===== config.mk =====
export PLATFORM = sky130hd
export DESIGN_NAME = uart_rx
export DESIGN_NICKNAME = d
export VERILOG_FILES = /design/src/rtl/uart_pkg.sv /design/src/rtl/uart_sync.sv /design/src/rtl/uart_rx.sv
export SDC_FILE = /design/constraint.sdc
export NUM_CORES = 1
export LEC_CHECK = 0
export CORE_ASPECT_RATIO = 0.75
export CORE_UTILIZATION = 40
export CTS_BUF_LIST = sky130_fd_sc_hd__clkbuf_4 sky130_fd_sc_hd__clkbuf_8
export CTS_CLUSTER_DIAMETER = 30
export DETAILED_ROUTE_END_ITERATION = 10
export SYNTH_ARGS = -nofsm -noshare
export SYNTH_HDL_FRONTEND = slang
export SYNTH_SLANG_ARGS = --single-unit

===== constraint.sdc =====
create_clock -name clock -period 2.2 [get_ports clock]
set_input_delay 0.33 -clock clock [delete_from_list [all_inputs] [get_ports clock]]
set_output_delay 0.33 -clock clock [all_outputs]
set_load 0.1 [all_outputs]

===== src/rtl/uart_pkg.sv =====
// rtl/uart_pkg.sv - shared UART definitions for the receive and transmit paths
package uart_pkg;

  localparam int DATA_BITS = 8;

  typedef enum logic [2:0] {
    WAIT_IDLE,
    IDLE,
    START,
    DATA,
    PARITY,
    STOP
  } uart_rx_state_t;

endpackage


===== src/rtl/uart_sync.sv =====
// rtl/uart_sync.sv - two-flop synchronizer for an asynchronous input pin
module uart_sync #(
  parameter logic RESET_VAL = 1'b1
) (
  input  logic clock,
  input  logic reset,
  input  logic async_i,
  output logic sync_o
);

  logic meta_q;
  logic sync_q;

  always_ff @(posedge clock) begin
    if (reset) begin
      meta_q <= RESET_VAL;
      sync_q <= RESET_VAL;
    end else begin
      meta_q <= async_i;
      sync_q <= meta_q;
    end
  end

  assign sync_o = sync_q;

endmodule


===== src/rtl/uart_rx.sv =====
// rtl/uart_rx.sv - UART receiver, 8N1 with one-entry holding register
// Optional even-parity bit enabled by defining UART_RX_PARITY_EN.
module uart_rx
  import uart_pkg::*;
#(
  parameter int TICKS_PER_BAUD = 5000
) (
  input  logic       clock,
  input  logic       reset,
  input  logic       rx,
  output logic [7:0] data,
  output logic       valid,
  input  logic       ready,
  output logic       framing_error,
  output logic       overrun
`ifdef UART_RX_PARITY_EN
  ,
  output logic       parity_error
`endif
);

  localparam int CNT_W = $clog2(TICKS_PER_BAUD);
  localparam int IDX_W = $clog2(DATA_BITS);
  localparam logic [CNT_W-1:0] RELOAD    = CNT_W'(TICKS_PER_BAUD - 1);
  localparam logic [CNT_W-1:0] HALF      = CNT_W'(TICKS_PER_BAUD / 2 - 1);
  localparam logic [IDX_W-1:0] LAST_IDX  = IDX_W'(DATA_BITS - 1);

  logic rx_s;

  uart_sync #(.RESET_VAL(1'b1)) u_sync (
    .clock  (clock),
    .reset  (reset),
    .async_i(rx),
    .sync_o (rx_s)
  );

  uart_rx_state_t       state_q, state_d;
  logic [CNT_W-1:0]     cnt_q, cnt_d;
  logic [DATA_BITS-1:0] shift_q, shift_d;
  logic [IDX_W-1:0]     idx_q, idx_d;
  logic [DATA_BITS-1:0] data_q, data_d;
  logic                 valid_q, valid_d;
  logic                 fe_q, fe_d;
  logic                 ov_q, ov_d;
  logic                 frame_done;
  logic                 tick;
`ifdef UART_RX_PARITY_EN
  logic                 par_q, par_d;
  logic                 pe_q, pe_d;
`endif

  assign tick = (cnt_q == '0);

  always_comb begin
    state_d    = state_q;
    cnt_d      = cnt_q;
    shift_d    = shift_q;
    idx_d      = idx_q;
    data_d     = data_q;
    valid_d    = valid_q;
    fe_d       = 1'b0;
    ov_d       = 1'b0;
    frame_done = 1'b0;
`ifdef UART_RX_PARITY_EN
    par_d      = par_q;
    pe_d       = 1'b0;
`endif

    if (valid_q && ready) valid_d = 1'b0;

    // Counter free-runs only while a frame is being timed.
    if (state_q != WAIT_IDLE && state_q != IDLE)
      cnt_d = tick ? RELOAD : cnt_q - 1'b1;

    case (state_q)
      WAIT_IDLE: if (rx_s) state_d = IDLE;
      IDLE: begin
        if (!rx_s) begin
          cnt_d   = HALF;
          state_d = START;
        end
      end
      START: begin
        if (tick) begin
          if (!rx_s) begin
            state_d = DATA;
            idx_d   = '0;
          end else begin
            state_d = IDLE;
          end
        end
      end
      DATA: begin
        if (tick) begin
          shift_d = {rx_s, shift_q[DATA_BITS-1:1]};
          idx_d   = idx_q + 1'b1;
          if (idx_q == LAST_IDX) begin
`ifdef UART_RX_PARITY_EN
            state_d = PARITY;
`else
            state_d = STOP;
`endif
          end
        end
      end
`ifdef UART_RX_PARITY_EN
      PARITY: begin
        if (tick) begin
          par_d   = rx_s;
          state_d = STOP;
        end
      end
`endif
      STOP: begin
        if (tick) begin
          if (!rx_s) begin
            fe_d    = 1'b1;
            state_d = WAIT_IDLE;
          end else begin
            state_d = IDLE;
`ifdef UART_RX_PARITY_EN
            if (^{shift_q, par_q}) pe_d = 1'b1;
            else frame_done = 1'b1;
`else
            frame_done = 1'b1;
`endif
          end
        end
      end
      default: state_d = WAIT_IDLE;
    endcase

    if (frame_done) begin
      if (!valid_q || ready) begin
        data_d  = shift_q;
        valid_d = 1'b1;
      end else begin
        ov_d = 1'b1;
      end
    end
  end

  always_ff @(posedge clock) begin
    if (reset) begin
      state_q <= WAIT_IDLE;
      cnt_q   <= '0;
      shift_q <= '0;
      idx_q   <= '0;
      data_q  <= '0;
      valid_q <= 1'b0;
      fe_q    <= 1'b0;
      ov_q    <= 1'b0;
`ifdef UART_RX_PARITY_EN
      par_q   <= 1'b0;
      pe_q    <= 1'b0;
`endif
    end else begin
      state_q <= state_d;
      cnt_q   <= cnt_d;
      shift_q <= shift_d;
      idx_q   <= idx_d;
      data_q  <= data_d;
      valid_q <= valid_d;
      fe_q    <= fe_d;
      ov_q    <= ov_d;
`ifdef UART_RX_PARITY_EN
      par_q   <= par_d;
      pe_q    <= pe_d;
`endif
    end
  end

  assign data          = data_q;
  assign valid         = valid_q;
  assign framing_error = fe_q;
  assign overrun       = ov_q;
`ifdef UART_RX_PARITY_EN
  assign parity_error  = pe_q;
`endif

endmodule


# After elaboration in Yosys (flattened, before gate mapping)
# Index checks and enable logic that the tools add are counted.
[op_classes] n_addsub=2 n_eq_ne=13 mux=25 n_bitwise=3 n_reduce_logical=14
[ops] operator="13-bit 2-to-1 mux" count=4
[ops] operator="3-bit 2-to-1 mux" count=9
[ops] operator="3-bit one-hot mux with 5 select lines" count=1
[ops] operator="13-bit logical NOT" count=1
[ops] operator="13-bit by 1-bit subtractor with 13-bit output, second input constant" count=1
[ops] operator="2-bit != test, second input constant" count=6
[ops] operator="1-bit 2-to-1 mux" count=9
[ops] operator="3-bit by 2-bit == test with 1-bit output, second input constant" count=2
[ops] operator="3-bit == test, second input constant" count=2
[ops] operator="3-bit one-hot mux with 2 select lines" count=1
[ops] operator="6-bit AND reduction" count=1
[ops] operator="2-bit AND reduction" count=2
[ops] operator="4-bit AND reduction" count=1
[ops] operator="3-bit by 1-bit adder with 3-bit output, second input constant" count=1
[ops] operator="3-bit by 1-bit == test with 1-bit output, second input constant" count=1
[ops] operator="3-bit logical NOT" count=1
[ops] operator="3-bit by 1-bit != test with 1-bit output, second input constant" count=1
[ops] operator="1-bit NOT" count=3
[ops] operator="3-bit nonzero test" count=1
[ops] operator="3-bit OR reduction" count=1
[ops] operator="1-bit logical AND" count=2
[ops] operator="2-bit 2-to-1 mux" count=1
[ops] operator="2-bit by 1-bit != test with 1-bit output, second input constant" count=1
[ops] operator="2-bit nonzero test" count=1
[ops] operator="3 further kinds" count=3
[word_totals] ff_bits=40 in_bits=4 output_inout_bits=11 wordCells=67

# Depth between registers and ports, before layout
[depth] depth_word=5 mapped_depth=7 ltp_nobuf=6

# Cells and area by module
# A second synthesis with hierarchy kept.
[hier_totals] cells_unflattened=202 hier_area_um2=1798.0
[modules_own_cells] mod="uart_rx" n_inst=1 cells_per_inst=198 area_per_inst_um2=1745.4 seq_area_each_um2=760.7
[modules_own_cells] mod="uart_sync" n_inst=1 cells_per_inst=4 area_per_inst_um2=52.6 seq_area_each_um2=40.0

# Worst setup path after synthesis
# No wires, ideal clock.
[synth_timing] path_kind="reg-to-reg" start="register cnt_q[0]" end="register data_q[0] (netlist: data[0])" setup_time_ns=0.072 arrival_ns=1.636 t_required_ns=2.128 path_slack_ns=0.492 path_stages_with_launch=8 n_path_buf=1 synth_period_minus_slack_ns=1.708 path_cell_list="dfxtp_1 inv_1 ha_1 nor4b_2 nand3_2 nor3b_2 buf_6 mux2i_1"
[synth_between] elab_chain_len=4
[synth_rtl] item="start: declaration" line_no="uart_rx.sv:38" rtl="logic [CNT_W-1:0] cnt_q, cnt_d;"
[synth_rtl] item="start signal: assignment" line_no="uart_rx.sv:159" rtl="cnt_q <= cnt_d;"
[synth_rtl] item="13-bit logical NOT" line_no="uart_rx.sv:52" rtl="assign tick = (cnt_q == '0);"
[synth_rtl] item="1-bit 2-to-1 mux" line_no="uart_rx.sv:115" rtl="if (tick) begin"
[synth_rtl] item="1-bit 2-to-1 mux" line_no="uart_rx.sv:75" rtl="case (state_q)"
[synth_rtl] item="2-bit AND reduction (no line)"
[synth_rtl] item="end signal: assignment" line_no="uart_rx.sv:162" rtl="data_q <= data_d;"
[synth_rtl] item="end: declaration" line_no="uart_rx.sv:41" rtl="logic [DATA_BITS-1:0] data_q, data_d;"
# Every way passes these cells.
# A chain may end at the register's enable or synchronous reset.

# Final worst setup path
[layout_timing] start="register cnt_q[0]" end="register data_q[6] (netlist: data[6])"
# Same word-level chain as after synthesis.

==> impl_metrics.env <==
export IMPL_core_area_um2=4130
export IMPL_die_area_um2=4690
export IMPL_synthCells=188
export IMPL_synthArstFlopShare_pct=0
export IMPL_fin_skew_ps=8.91
export IMPL_max_stage_delay_ps=340
export IMPL_cp_common_cell="buf_4"
export IMPL_cp_required_ps=2420
export IMPL_critPathKind="reg2reg"
export IMPL_cp_end_kind="flip-flop"
export IMPL_wl_per_cell_um=13.8
export IMPL_hold_class="reg2reg"
export IMPL_top_level_ports=15
export IMPL_nNetsFinal=213
export IMPL_vias_per_cell=5.28
export IMPL_drc=0
export IMPL_hold_viol=0
export IMPL_cts_tree="yes"
export IMPL_drive_gt1_share_pct=17.1
export IMPL_avgSynthCellArea_um2=9.39
export IMPL_cap_violations=0
export IMPL_synth_flop_cell="dfxtp_1"
export IMPL_start_util_pct=42.8
export IMPL_worst_pin_slew_ps=502
export IMPL_cts_root_buf="clkbuf_8"
export IMPL_period_share_pct=82.9
export IMPL_h_tree_depth=2
export IMPL_ys_ff_latch=40
export IMPL_crit_chain="inv_1, ha_1, nor4b_2, buf_4, nand3_2, nor3b_2, buf_4, mux2i_1"
export IMPL_grt_pass1_wl_mm=6.12
export IMPL_grt_max_degree=17
export IMPL_critPathLaunch="cnt_q[0]"
export IMPL_vdd_drop_max_v=0.000351
export IMPL_critPathTopFamily="simple AND/OR/NAND/NOR gates"
export IMPL_slowest_stage="dfxtp_1"
export IMPL_power_density_nw_per_um2=805
export IMPL_fillerInstances=399
export IMPL_outcome="complete, no violations"
export IMPL_fin_crit_ps=1820
export IMPL_cts_setup_buffers=0
export IMPL_cp_arrival_ps=2040
export IMPL_synth_edf_count=0
export IMPL_antenna_found_initial=0
export IMPL_cts_num_sinks=40
export IMPL_synth_seq_area_share_pct=45.4
export IMPL_hold_start="u_sync.meta_q"
export IMPL_clock_fmax_ghz=0.548
export IMPL_synth_nets=196
export IMPL_dpl_hpwl_mm=2.61
export IMPL_cts_hold_buf=0
export IMPL_fin_util_pct=50.2
export IMPL_drtIter0Drc=68
export IMPL_r2r_start="cnt_q[0]"
export IMPL_clk_latency_ps=290
export IMPL_grt_overflow=0
export IMPL_fin_tns_setup_ps=0
export IMPL_gr_usage_all_layers_pct=17.4
export IMPL_gp_congestion=0.775
export IMPL_antenna_left=0
export IMPL_via_count=1374
export IMPL_ctsLongestPathBuffers=2
export IMPL_setup_violations=0
export IMPL_timing_final_max_slew_violations=0
export IMPL_drt_total_wl_mm=3.59
export IMPL_multiInputGateArea_um2=901
export IMPL_postCtsResizedCells=0
export IMPL_path_buf_inv=3
export IMPL_rsz0062_at_grt="no"
export IMPL_slew_headroom_pct=66.4
export IMPL_grt_pass1_vias=1324
export IMPL_netlist_area_um2=1770
export IMPL_num_antenna_cells=0
export IMPL_startpoint_type="flip-flop"
export IMPL_yosysWarnings=0
export IMPL_crit_fanout=8
export IMPL_area_delta_synth_final_pct=17.4
export IMPL_synth_cell_type_count=38
export IMPL_first_pass_iters=4
export IMPL_rows=20
export IMPL_port_buffers=14
export IMPL_regArea_um2=801
export IMPL_chipHeight_um=59.5
export IMPL_cts_clk_slew_worst_paths_ps=80
export IMPL_cts_buffers=5
export IMPL_leakage_nw=0.828
export IMPL_die_w_um=78.7
## routing by layer
metal	global-route usage, %	up-vias	wire, um
met5	0	-	0
met4	5.29	0	29
met3	6.15	4	169
met2	25.2	24	1500
met1	24.1	650	1890
li1	-	696	-
## placed cells by master (no fill, tap or decap), types with 3 or more instances in the layout
master and count:
clkdlybuf4s50_1 3, ha_1 4, clkbuf_8 5, nor2b_1 4, dfxtp_1 40, o21ai_0 6, or2_2 4, a31oi_1 4
a21oi_1 8, mux2i_1 16, buf_4 17, nand4_1 7, nor2_1 14, xor2_1 8, nor3_1 3, nand3_1 8
nand2_1 21, inv_1 4
## worst reg2reg max path, cell delays in order, from the launching register on
cell	delay, ps
dfxtp_1	340
inv_1	90
ha_1	140
nor4b_2	180
buf_4	180
nand3_2	160
nor3b_2	220
buf_4	220
mux2i_1	230
## synth_stat cells (2+ instances only)
| cell type | count | area [um2] |
|---|---|---|
| a21oi_1 | 8 | 40.0 |
| a311oi_1 | 2 | 17.5 |
| a31oi_1 | 4 | 25.0 |
| buf_2 | 3 | 15.0 |
| clkbuf_1 | 6 | 22.5 |
| dfxtp_1 | 40 | 801 |
| ha_1 | 4 | 50.1 |
| inv_1 | 4 | 15.0 |
| mux2i_1 | 16 | 160 |
| nand2_1 | 21 | 78.8 |
| nand2b_1 | 2 | 12.5 |
| nand3_1 | 8 | 40.0 |
| nand4_1 | 7 | 43.8 |
| nor2_1 | 14 | 52.6 |
| nor2b_1 | 4 | 25.0 |
| nor3_1 | 3 | 15.0 |
| nor4_1 | 2 | 12.5 |
| nor4_4 | 2 | 42.5 |
| o21a_1 | 2 | 15.0 |
| o21ai_0 | 6 | 30.0 |
| o31ai_1 | 2 | 15.0 |
| or2_2 | 4 | 25.0 |
| or4_1 | 2 | 15.0 |
| xor2_1 | 8 | 70.1 |
## cell families (layout without fill, tap and decap cells)
logic type,after synthesis,after routing,share of synthesized area (%)
compound gates,27,27,9.57
xor+xnor,8,8,3.97
fa+ha+maj,4,4,2.83
buf+inv,14,31,3.61
flops,40,40,45.4
mux,16,16,9.07
simple gates,79,79,25.6
## power breakdown
group          internal, mW  total (mW)  switching (mW)
sequential            0.744       0.772          0.0284
combinational        0.0794       0.199           0.119
clock                 0.447       0.698           0.252
## final cells by class
cell class / count / area share, %
clock buffers: 5 / 3.32
clock inverters: 2 / 2.90
inverters: 4 / 0.725
multi-input cells: 134 / 43.5
flip-flops and latches: 40 / 38.6
well taps: 55 / 3.32
repair buffers: 20 / 7.61
## state kept, by name, summed over array words and instances, names as in the netlist
| register | count |
|---|---|
| u_sync.meta_q | 1 |
| u_sync.sync_o | 1 |
| cnt_q | 13 |
| framing_error | 1 |
| data | 8 |
| overrun | 1 |
| shift_q | 8 |
| idx_q | 3 |
| state_q | 3 |
| valid | 1 |
## through the flow
stage | power (mW) | hold slack, ps | std cells | area (um2) | setup slack [ps]
floorplan | 0.929 | 389 | 188 | 1770 | 492
global placement | 0.976 | 393 | 253 | 1940 | 467
detailed placement | 0.984 | 415 | 253 | 1940 | 391
CTS | 1.68 | 433 | 260 | 2070 | 380
global route | 1.74 | 445 | 260 | 2070 | 208
finish | 1.67 | 426 | 260 | 2070 | 376
## path summary, 6_finish.rpt
check,endpoint,slack [ps],cells after the start
setup / recovery,data[6],380,8
hold / removal,u_sync.sync_o,430,1
setup reg to reg,data[6],380,8
hold reg to reg,u_sync.sync_o,430,1
No activity file was read; power rests on OpenSTA's default activity.
